[src/rtl/mc_pkg.sv]
// rtl/mc_pkg.sv - shared types and encodings for the multicycle MIPS main controller
//
// Purpose: state enum, opcode/funct codes, ALU operation classes and the
//          encodings of alucontrol, alusrcb and pcsrc used by mc_main_ctrl
//          and mc_alu_decoder.
// Config:  MC_BNE_EN adds the BNEEX state used by the bne opcode.
package mc_pkg;

  // Controller states. BNEEX exists only when bne support is compiled in.
  typedef enum logic [3:0] {
    S_FETCH,
    S_DECODE,
    S_MEMADR,
    S_MEMRD,
    S_MEMWB,
    S_MEMWR,
    S_RTYPEEX,
    S_RTYPEWB,
    S_BEQEX,
    S_ADDIEX,
    S_ADDIWB,
`ifdef MC_BNE_EN
    S_JEX,
    S_BNEEX
`else
    S_JEX
`endif
  } state_t;

  // Opcodes (instr[31:26])
  localparam logic [5:0] OP_RTYPE = 6'b000000;
  localparam logic [5:0] OP_LW    = 6'b100011;
  localparam logic [5:0] OP_SW    = 6'b101011;
  localparam logic [5:0] OP_BEQ   = 6'b000100;
  localparam logic [5:0] OP_BNE   = 6'b000101;
  localparam logic [5:0] OP_ADDI  = 6'b001000;
  localparam logic [5:0] OP_J     = 6'b000010;

  // R-type function codes (instr[5:0])
  localparam logic [5:0] FUNCT_ADD = 6'b100000;
  localparam logic [5:0] FUNCT_SUB = 6'b100010;
  localparam logic [5:0] FUNCT_AND = 6'b100100;
  localparam logic [5:0] FUNCT_OR  = 6'b100101;
  localparam logic [5:0] FUNCT_SLT = 6'b101010;

  // Operation class requested by the main FSM from the ALU decoder
  typedef enum logic [1:0] {
    ALUOP_ADD   = 2'b00,
    ALUOP_SUB   = 2'b01,
    ALUOP_FUNCT = 2'b10
  } aluop_t;

  // alucontrol encodings
  localparam logic [2:0] ALUCTL_ADD = 3'b010;
  localparam logic [2:0] ALUCTL_SUB = 3'b110;
  localparam logic [2:0] ALUCTL_AND = 3'b000;
  localparam logic [2:0] ALUCTL_OR  = 3'b001;
  localparam logic [2:0] ALUCTL_SLT = 3'b111;

  // ALU B-operand select
  localparam logic [1:0] SRCB_B     = 2'b00;
  localparam logic [1:0] SRCB_FOUR  = 2'b01;
  localparam logic [1:0] SRCB_IMM   = 2'b10;
  localparam logic [1:0] SRCB_IMMSH = 2'b11;

  // Next-PC source select
  localparam logic [1:0] PCSRC_ALU    = 2'b00;
  localparam logic [1:0] PCSRC_ALUOUT = 2'b01;
  localparam logic [1:0] PCSRC_JUMP   = 2'b10;

  // True for the two opcodes that go through the address-compute state
  function automatic logic is_mem_op(input logic [5:0] op);
    return (op == OP_LW) || (op == OP_SW);
  endfunction

endpackage

[src/rtl/mc_alu_decoder.sv]
// rtl/mc_alu_decoder.sv - combinational (aluop, funct) to alucontrol decoder
//
// Purpose: turns the FSM's operation class into the ALU control code; for
//          R-type execution the code comes from the funct field.
// Ports:
//   aluop      in   operation class (ADD / SUB / FUNCT)
//   funct      in   6  instr[5:0]
//   alucontrol out  p_aluctl_w  ALU control code
module mc_alu_decoder
  import mc_pkg::*;
#(
  parameter int p_aluctl_w = 3
) (
  input  aluop_t                  aluop,
  input  logic [5:0]              funct,
  output logic [p_aluctl_w-1:0]   alucontrol
);

  logic [2:0] code;

  always_comb begin
    code = ALUCTL_ADD;
    case (aluop)
      ALUOP_ADD: code = ALUCTL_ADD;
      ALUOP_SUB: code = ALUCTL_SUB;
      ALUOP_FUNCT: begin
        case (funct)
          FUNCT_ADD: code = ALUCTL_ADD;
          FUNCT_SUB: code = ALUCTL_SUB;
          FUNCT_AND: code = ALUCTL_AND;
          FUNCT_OR:  code = ALUCTL_OR;
          FUNCT_SLT: code = ALUCTL_SLT;
          // Unknown funct still executes (as add) and still writes back.
          default:   code = ALUCTL_ADD;
        endcase
      end
      default: code = ALUCTL_ADD;
    endcase
  end

  assign alucontrol = p_aluctl_w'(code);

endmodule

[src/rtl/mc_main_ctrl.sv]
// rtl/mc_main_ctrl.sv - multicycle MIPS main controller (Moore FSM)
//
// Purpose: sequences FETCH/DECODE/execute/writeback and drives the datapath
//          write enables and mux selects; stalls on mem_ready in FETCH,
//          MEMRD and MEMWR.
// Config:  MC_BNE_EN enables bne (op 000101) through BNEEX; otherwise that
//          opcode is decoded as an unknown nop.
// Ports:
//   clk, reset   clock (rising edge), asynchronous active-high reset
//   op, funct    instr[31:26] / instr[5:0] from the IR
//   zero         ALU zero flag, used in the branch states
//   mem_ready    memory completes its access this cycle
//   pcen         PC enable = pcwrite | (branch & cond)
//   irwrite      IR enable
//   regwrite     register file write
//   memwrite     data memory write
//   iord         0: addr=PC, 1: addr=ALUOut
//   memtoreg     writeback from Data reg
//   regdst       1: rd, 0: rt
//   alusrca      0: PC, 1: A
//   alusrcb      00 B, 01 const 4, 10 SignImm, 11 SignImm<<2
//   pcsrc        00 ALUResult, 01 ALUOut, 10 jump target
//   alucontrol   ALU control code from mc_alu_decoder
module mc_main_ctrl
  import mc_pkg::*;
#(
  parameter int p_aluctl_w = 3
) (
  input  logic                  clk,
  input  logic                  reset,
  input  logic [5:0]            op,
  input  logic [5:0]            funct,
  input  logic                  zero,
  input  logic                  mem_ready,
  output logic                  pcen,
  output logic                  irwrite,
  output logic                  regwrite,
  output logic                  memwrite,
  output logic                  iord,
  output logic                  memtoreg,
  output logic                  regdst,
  output logic                  alusrca,
  output logic [1:0]            alusrcb,
  output logic [1:0]            pcsrc,
  output logic [p_aluctl_w-1:0] alucontrol
);

  state_t state, state_next;
  aluop_t aluop;

  logic pcwrite;
  logic branch;
  logic branch_on_ne;   // branch condition is ~zero instead of zero
  logic irwrite_s;
  logic regwrite_s;
  logic memwrite_s;

  always_ff @(posedge clk or posedge reset) begin
    if (reset) state <= S_FETCH;
    else       state <= state_next;
  end

  always_comb begin
    state_next   = state;
    pcwrite      = 1'b0;
    branch       = 1'b0;
    branch_on_ne = 1'b0;
    irwrite_s    = 1'b0;
    regwrite_s   = 1'b0;
    memwrite_s   = 1'b0;
    iord         = 1'b0;
    memtoreg     = 1'b0;
    regdst       = 1'b0;
    alusrca      = 1'b0;
    alusrcb      = SRCB_B;
    pcsrc        = PCSRC_ALU;
    aluop        = ALUOP_ADD;

    case (state)
      S_FETCH: begin
        // PC+4 is computed every cycle but only committed with the IR
        // when the instruction fetch completes.
        alusrcb   = SRCB_FOUR;
        pcwrite   = mem_ready;
        irwrite_s = mem_ready;
        if (mem_ready) state_next = S_DECODE;
      end
      S_DECODE: begin
        // Speculative branch target lands in ALUOut.
        alusrcb = SRCB_IMMSH;
        case (op)
          OP_LW, OP_SW: state_next = S_MEMADR;
          OP_RTYPE:     state_next = S_RTYPEEX;
          OP_BEQ:       state_next = S_BEQEX;
          OP_ADDI:      state_next = S_ADDIEX;
          OP_J:         state_next = S_JEX;
`ifdef MC_BNE_EN
          OP_BNE:       state_next = S_BNEEX;
`endif
          default:      state_next = S_FETCH;
        endcase
      end
      S_MEMADR: begin
        alusrca = 1'b1;
        alusrcb = SRCB_IMM;
        if (!is_mem_op(op))  state_next = S_FETCH;
        else if (op == OP_LW) state_next = S_MEMRD;
        else                  state_next = S_MEMWR;
      end
      S_MEMRD: begin
        iord = 1'b1;
        if (mem_ready) state_next = S_MEMWB;
      end
      S_MEMWB: begin
        memtoreg   = 1'b1;
        regwrite_s = 1'b1;
        state_next = S_FETCH;
      end
      S_MEMWR: begin
        // memwrite is held through the stall; memory commits on ready.
        iord       = 1'b1;
        memwrite_s = 1'b1;
        if (mem_ready) state_next = S_FETCH;
      end
      S_RTYPEEX: begin
        alusrca    = 1'b1;
        alusrcb    = SRCB_B;
        aluop      = ALUOP_FUNCT;
        state_next = S_RTYPEWB;
      end
      S_RTYPEWB: begin
        regdst     = 1'b1;
        regwrite_s = 1'b1;
        state_next = S_FETCH;
      end
      S_BEQEX: begin
        alusrca    = 1'b1;
        alusrcb    = SRCB_B;
        aluop      = ALUOP_SUB;
        pcsrc      = PCSRC_ALUOUT;
        branch     = 1'b1;
        state_next = S_FETCH;
      end
`ifdef MC_BNE_EN
      S_BNEEX: begin
        alusrca      = 1'b1;
        alusrcb      = SRCB_B;
        aluop        = ALUOP_SUB;
        pcsrc        = PCSRC_ALUOUT;
        branch       = 1'b1;
        branch_on_ne = 1'b1;
        state_next   = S_FETCH;
      end
`endif
      S_ADDIEX: begin
        alusrca    = 1'b1;
        alusrcb    = SRCB_IMM;
        state_next = S_ADDIWB;
      end
      S_ADDIWB: begin
        regwrite_s = 1'b1;
        state_next = S_FETCH;
      end
      S_JEX: begin
        pcsrc      = PCSRC_JUMP;
        pcwrite    = 1'b1;
        state_next = S_FETCH;
      end
      default: state_next = S_FETCH;
    endcase
  end

  // The state register already sits in FETCH during reset, but FETCH would
  // still raise pcen/irwrite on mem_ready; reset masks every write enable.
  assign pcen     = ~reset & (pcwrite | (branch & (branch_on_ne ? ~zero : zero)));
  assign irwrite  = ~reset & irwrite_s;
  assign regwrite = ~reset & regwrite_s;
  assign memwrite = ~reset & memwrite_s;

  mc_alu_decoder #(
    .p_aluctl_w(p_aluctl_w)
  ) u_alu_decoder (
    .aluop      (aluop),
    .funct      (funct),
    .alucontrol (alucontrol)
  );

endmodule

[config.mk]
export PLATFORM = sky130hd
export DESIGN_NAME = mc_main_ctrl
export DESIGN_NICKNAME = d
export VERILOG_FILES = /design/src/rtl/mc_pkg.sv /design/src/rtl/mc_alu_decoder.sv /design/src/rtl/mc_main_ctrl.sv
export SDC_FILE = /design/constraint.sdc
export NUM_CORES = 1
export LEC_CHECK = 0
export ABC_AREA = 1
export CELL_PAD_IN_SITES_DETAIL_PLACEMENT = 2
export CELL_PAD_IN_SITES_GLOBAL_PLACEMENT = 2
export CORE_MARGIN = 2
export CORE_UTILIZATION = 23
export CTS_BUF_LIST = sky130_fd_sc_hd__clkbuf_8
export DETAILED_ROUTE_END_ITERATION = 10
export DONT_BUFFER_PORTS = 1
export MAX_ROUTING_LAYER = met4
export PLACE_DENSITY_LB_ADDON = 0.1
export SLEW_MARGIN = 20
export SYNTH_ARGS = -nofsm -noshare
export SYNTH_HDL_FRONTEND = slang
export SYNTH_HIERARCHICAL = 1
export SYNTH_SLANG_ARGS = --single-unit
[constraint.sdc]
create_clock -name clk -period 2.7 [get_ports clk]
set_input_delay 0.405 -clock clk [delete_from_list [all_inputs] [get_ports clk]]
set_output_delay 0.405 -clock clk [all_outputs]
set_load 0.02 [all_outputs]
==> qor.csv <==
metric;value;unit
grt_use_total;0.143;
layout.cells.non_filler;169;
rows;19;
area_delta_synth_final;14.3;%
syn_nets;151;
cts-root-buf;clkbuf_8;
reg2reg_slack;1.41;ns
avgViaCountPerCell;4.80;
grt-ovfl-total;0;
hp-class;in -> reg;
clock_sinks;4;
status;completed;
nets;158;
grt_max_degree;8;
final_common_cell;nand2_1;
die-area;0.00341;sq mm
dp_hpwl;1940;microns
setup_tns;0;ns
synthSimpleGateAreaFrac;0.596;
largest-register;state;
start_util;0.245;
fin_skew;0.000290;ns
hold_violations;0;
worst_setup_path_end_kind;primary output;
rr_startpoint;state[0]$_DFFE_PP0P_;
power.leakage;0.458;nW
period_share;0.903;
cts_buffers;3;
io_pins;31;
die_x;58.4;microns
synth.distinct_cells;18;
top_regs;state: 4 flops;
largest_reg_flops;4;
crit_top_cell;inv_1;
slew-limit-headroom;0.531;
slew_violations;0;
fp.dieH;58.4;microns
worstHoldEndpoint;state[3]$_DFFE_PP0P_;
crit_type;reg -> out;
globalplace.congestion;0.837;
stdcell_area;778;sq um
cp_slowest_stage_delay;0.42;ns
dpl_cell_area;727;sq um
htreeDepth;1;
n_fill_cell;372;
hp-start;op[3];
crit_arrival;2.03;ns
holdWs;0.405;ns
cellPowerDensity;561;mW/mm^2
synth_top_family_by_area;simple AND/OR/NAND/NOR gates;
cp_max_fo;5;
antenna_found_initial;0;
r2r_cells;7;
synth_seq_cells;4;
period_minus_slack;2.44;ns
synth-compound-area-share;0.0496;
required;2.30;ns
cts-resized-gates;0;
syn_inst;133;
path_cells;inv_1 > nand2_1 > nor2_1 > inv_1 > ha_1 > or2_1 > a21oi_1;
portBuffers;0;
drc_errors;0;
synth_xor_area_frac;0;
dr.pass1.iters;4;
final_cell_mix;35 x nand2_1, 29 x inv_1, 25 x nor2_1;
setup_viol;0;
tightest_slew;0.695;ns
antenna_cells;0;
coreArea;0.00278;sq mm
synth_fa_ha_area_frac;0.0368;
placed_cells;165;
via_count;812;
worstSkewPairLatency;0.21;ns
wirelength;2240;microns
grt_pass1_vias;847;
cts_buffer_depth;2;
cpMaxStageDelayCell;dfrtp_1;
reg2reg_to;state[0]$_DFFE_PP0P_;
ys_seq_area_frac;0.147;
clk_pin_slew;0.03;ns
ir_drop;340;uV
synth_area_per_cell;5.12;sq um
drive_above_1_share;0.130;
grt_pass1_wl;3770;microns
ant_nets;0;
wl_per_cell;13.3;microns
fmax;410;MHz
initialDrtViolationCount;19;
syn_area;681;sq um
drv_cap;0;
min_delay_path_depth;3;
synth.mux.area_fraction;0;
start_kind;flop;
ys_warn_count;6;
rsz0062_at_grt;no;
cts_tree;done;
-- layout make-up --
cell class | instances | area, sq um | share of cell area
Sequential cell | 4 | 100 | 0.129
Tap cell | 31 | 38.8 | 0.0498
Timing Repair Buffer | 2 | 17.5 | 0.0225
Clock buffer | 3 | 41.3 | 0.0531
Multi-Input combinational cell | 98 | 464 | 0.596
Inverter | 31 | 116 | 0.150
-- synthesized netlist by cell type --
master    count  area, sq um
nand3_1      13         65.1
o31ai_1       1         7.51
inv_1        29          109
nand2_1      35          131
ha_1          2         25.0
a31oi_1       1         6.26
a21oi_1       2         10.0
o21ai_0       2         10.0
nor3_1        2         10.0
nand2_2       4         25.0
dfrtp_1       4          100
or2_1         1         6.26
nand3b_1      1         7.51
nor2_2        6         37.5
nor2_4        2         22.5
nand4_1       1         6.26
inv_2         2         7.51
nor2_1       25         93.8
-- critical path: cells and delay by family, from the launching register on --
kind,cells,cell delay (ns)
AND/OR/NAND/NOR,3,0.54
flip-flops,1,0.42
AO/OA/AOI/OAI,1,0.37
adder cells (fa/ha/maj),1,0.33
buffers and inverters,2,0.15
-- stage by stage --
stage / setup WS [ns] / utilization / total power [mW]
global placement: 0.546 / 0.261 / 0.315
detailed placement: 0.467 / 0.261 / 0.314
finish: 0.262 / 0.280 / 0.437
floorplan: 0.661 / - / 0.262
CTS: 0.229 / 0.280 / 0.445
global route: 0.156 / 0.280 / 0.474
-- per-layer routing --
layer / global-route usage / part of all wire / vias to the layer above
met2: 0.258 / 0.53 / 13
li1: - / - / 408
met3: 0.0220 / 0.033 / 0
met1: 0.172 / 0.44 / 391
met4: 0.0166 / 0 / 0
met5: - / 0 / -
-- repair_timing --
item                                   in CTS  in global routing
endpoints found under the hold margin       4                  0
hold buffers                                1                  0
setup buffers                               0                  0
-- how the worst max path moves through the flow --
stage | start | to | slack [ns] | cells after the start
floorplan | state[2]$_DFFE_PP0P_ | alucontrol[0] | 0.66 | 7
global placement | state[0]$_DFFE_PP0P_ | alucontrol[0] | 0.55 | 7
detailed placement | state[2]$_DFFE_PP0P_ | alucontrol[0] | 0.47 | 7
CTS | state[2]$_DFFE_PP0P_ | alucontrol[0] | 0.23 | 7
global route | state[2]$_DFFE_PP0P_ | alucontrol[0] | 0.16 | 7
finish | state[2]$_DFFE_PP0P_ | alucontrol[0] | 0.26 | 7
-- kinds of logic (layout without fill, tap and decap cells) --
family / Yosys count / in the layout
AOI/OAI and AO/OA: 6 / 6
adders and majority gates: 2 / 2
buffers and inverters: 31 / 36
DFF: 4 / 4
and+or+nand+nor: 90 / 90
-- power by group --
part           internal [mW]  switching, mW  total (mW)
Clock                 0.0948         0.0287       0.124
Combinational         0.0545          0.167       0.221
Sequential            0.0727         0.0190      0.0917
(Power assumes the default switching activity.)
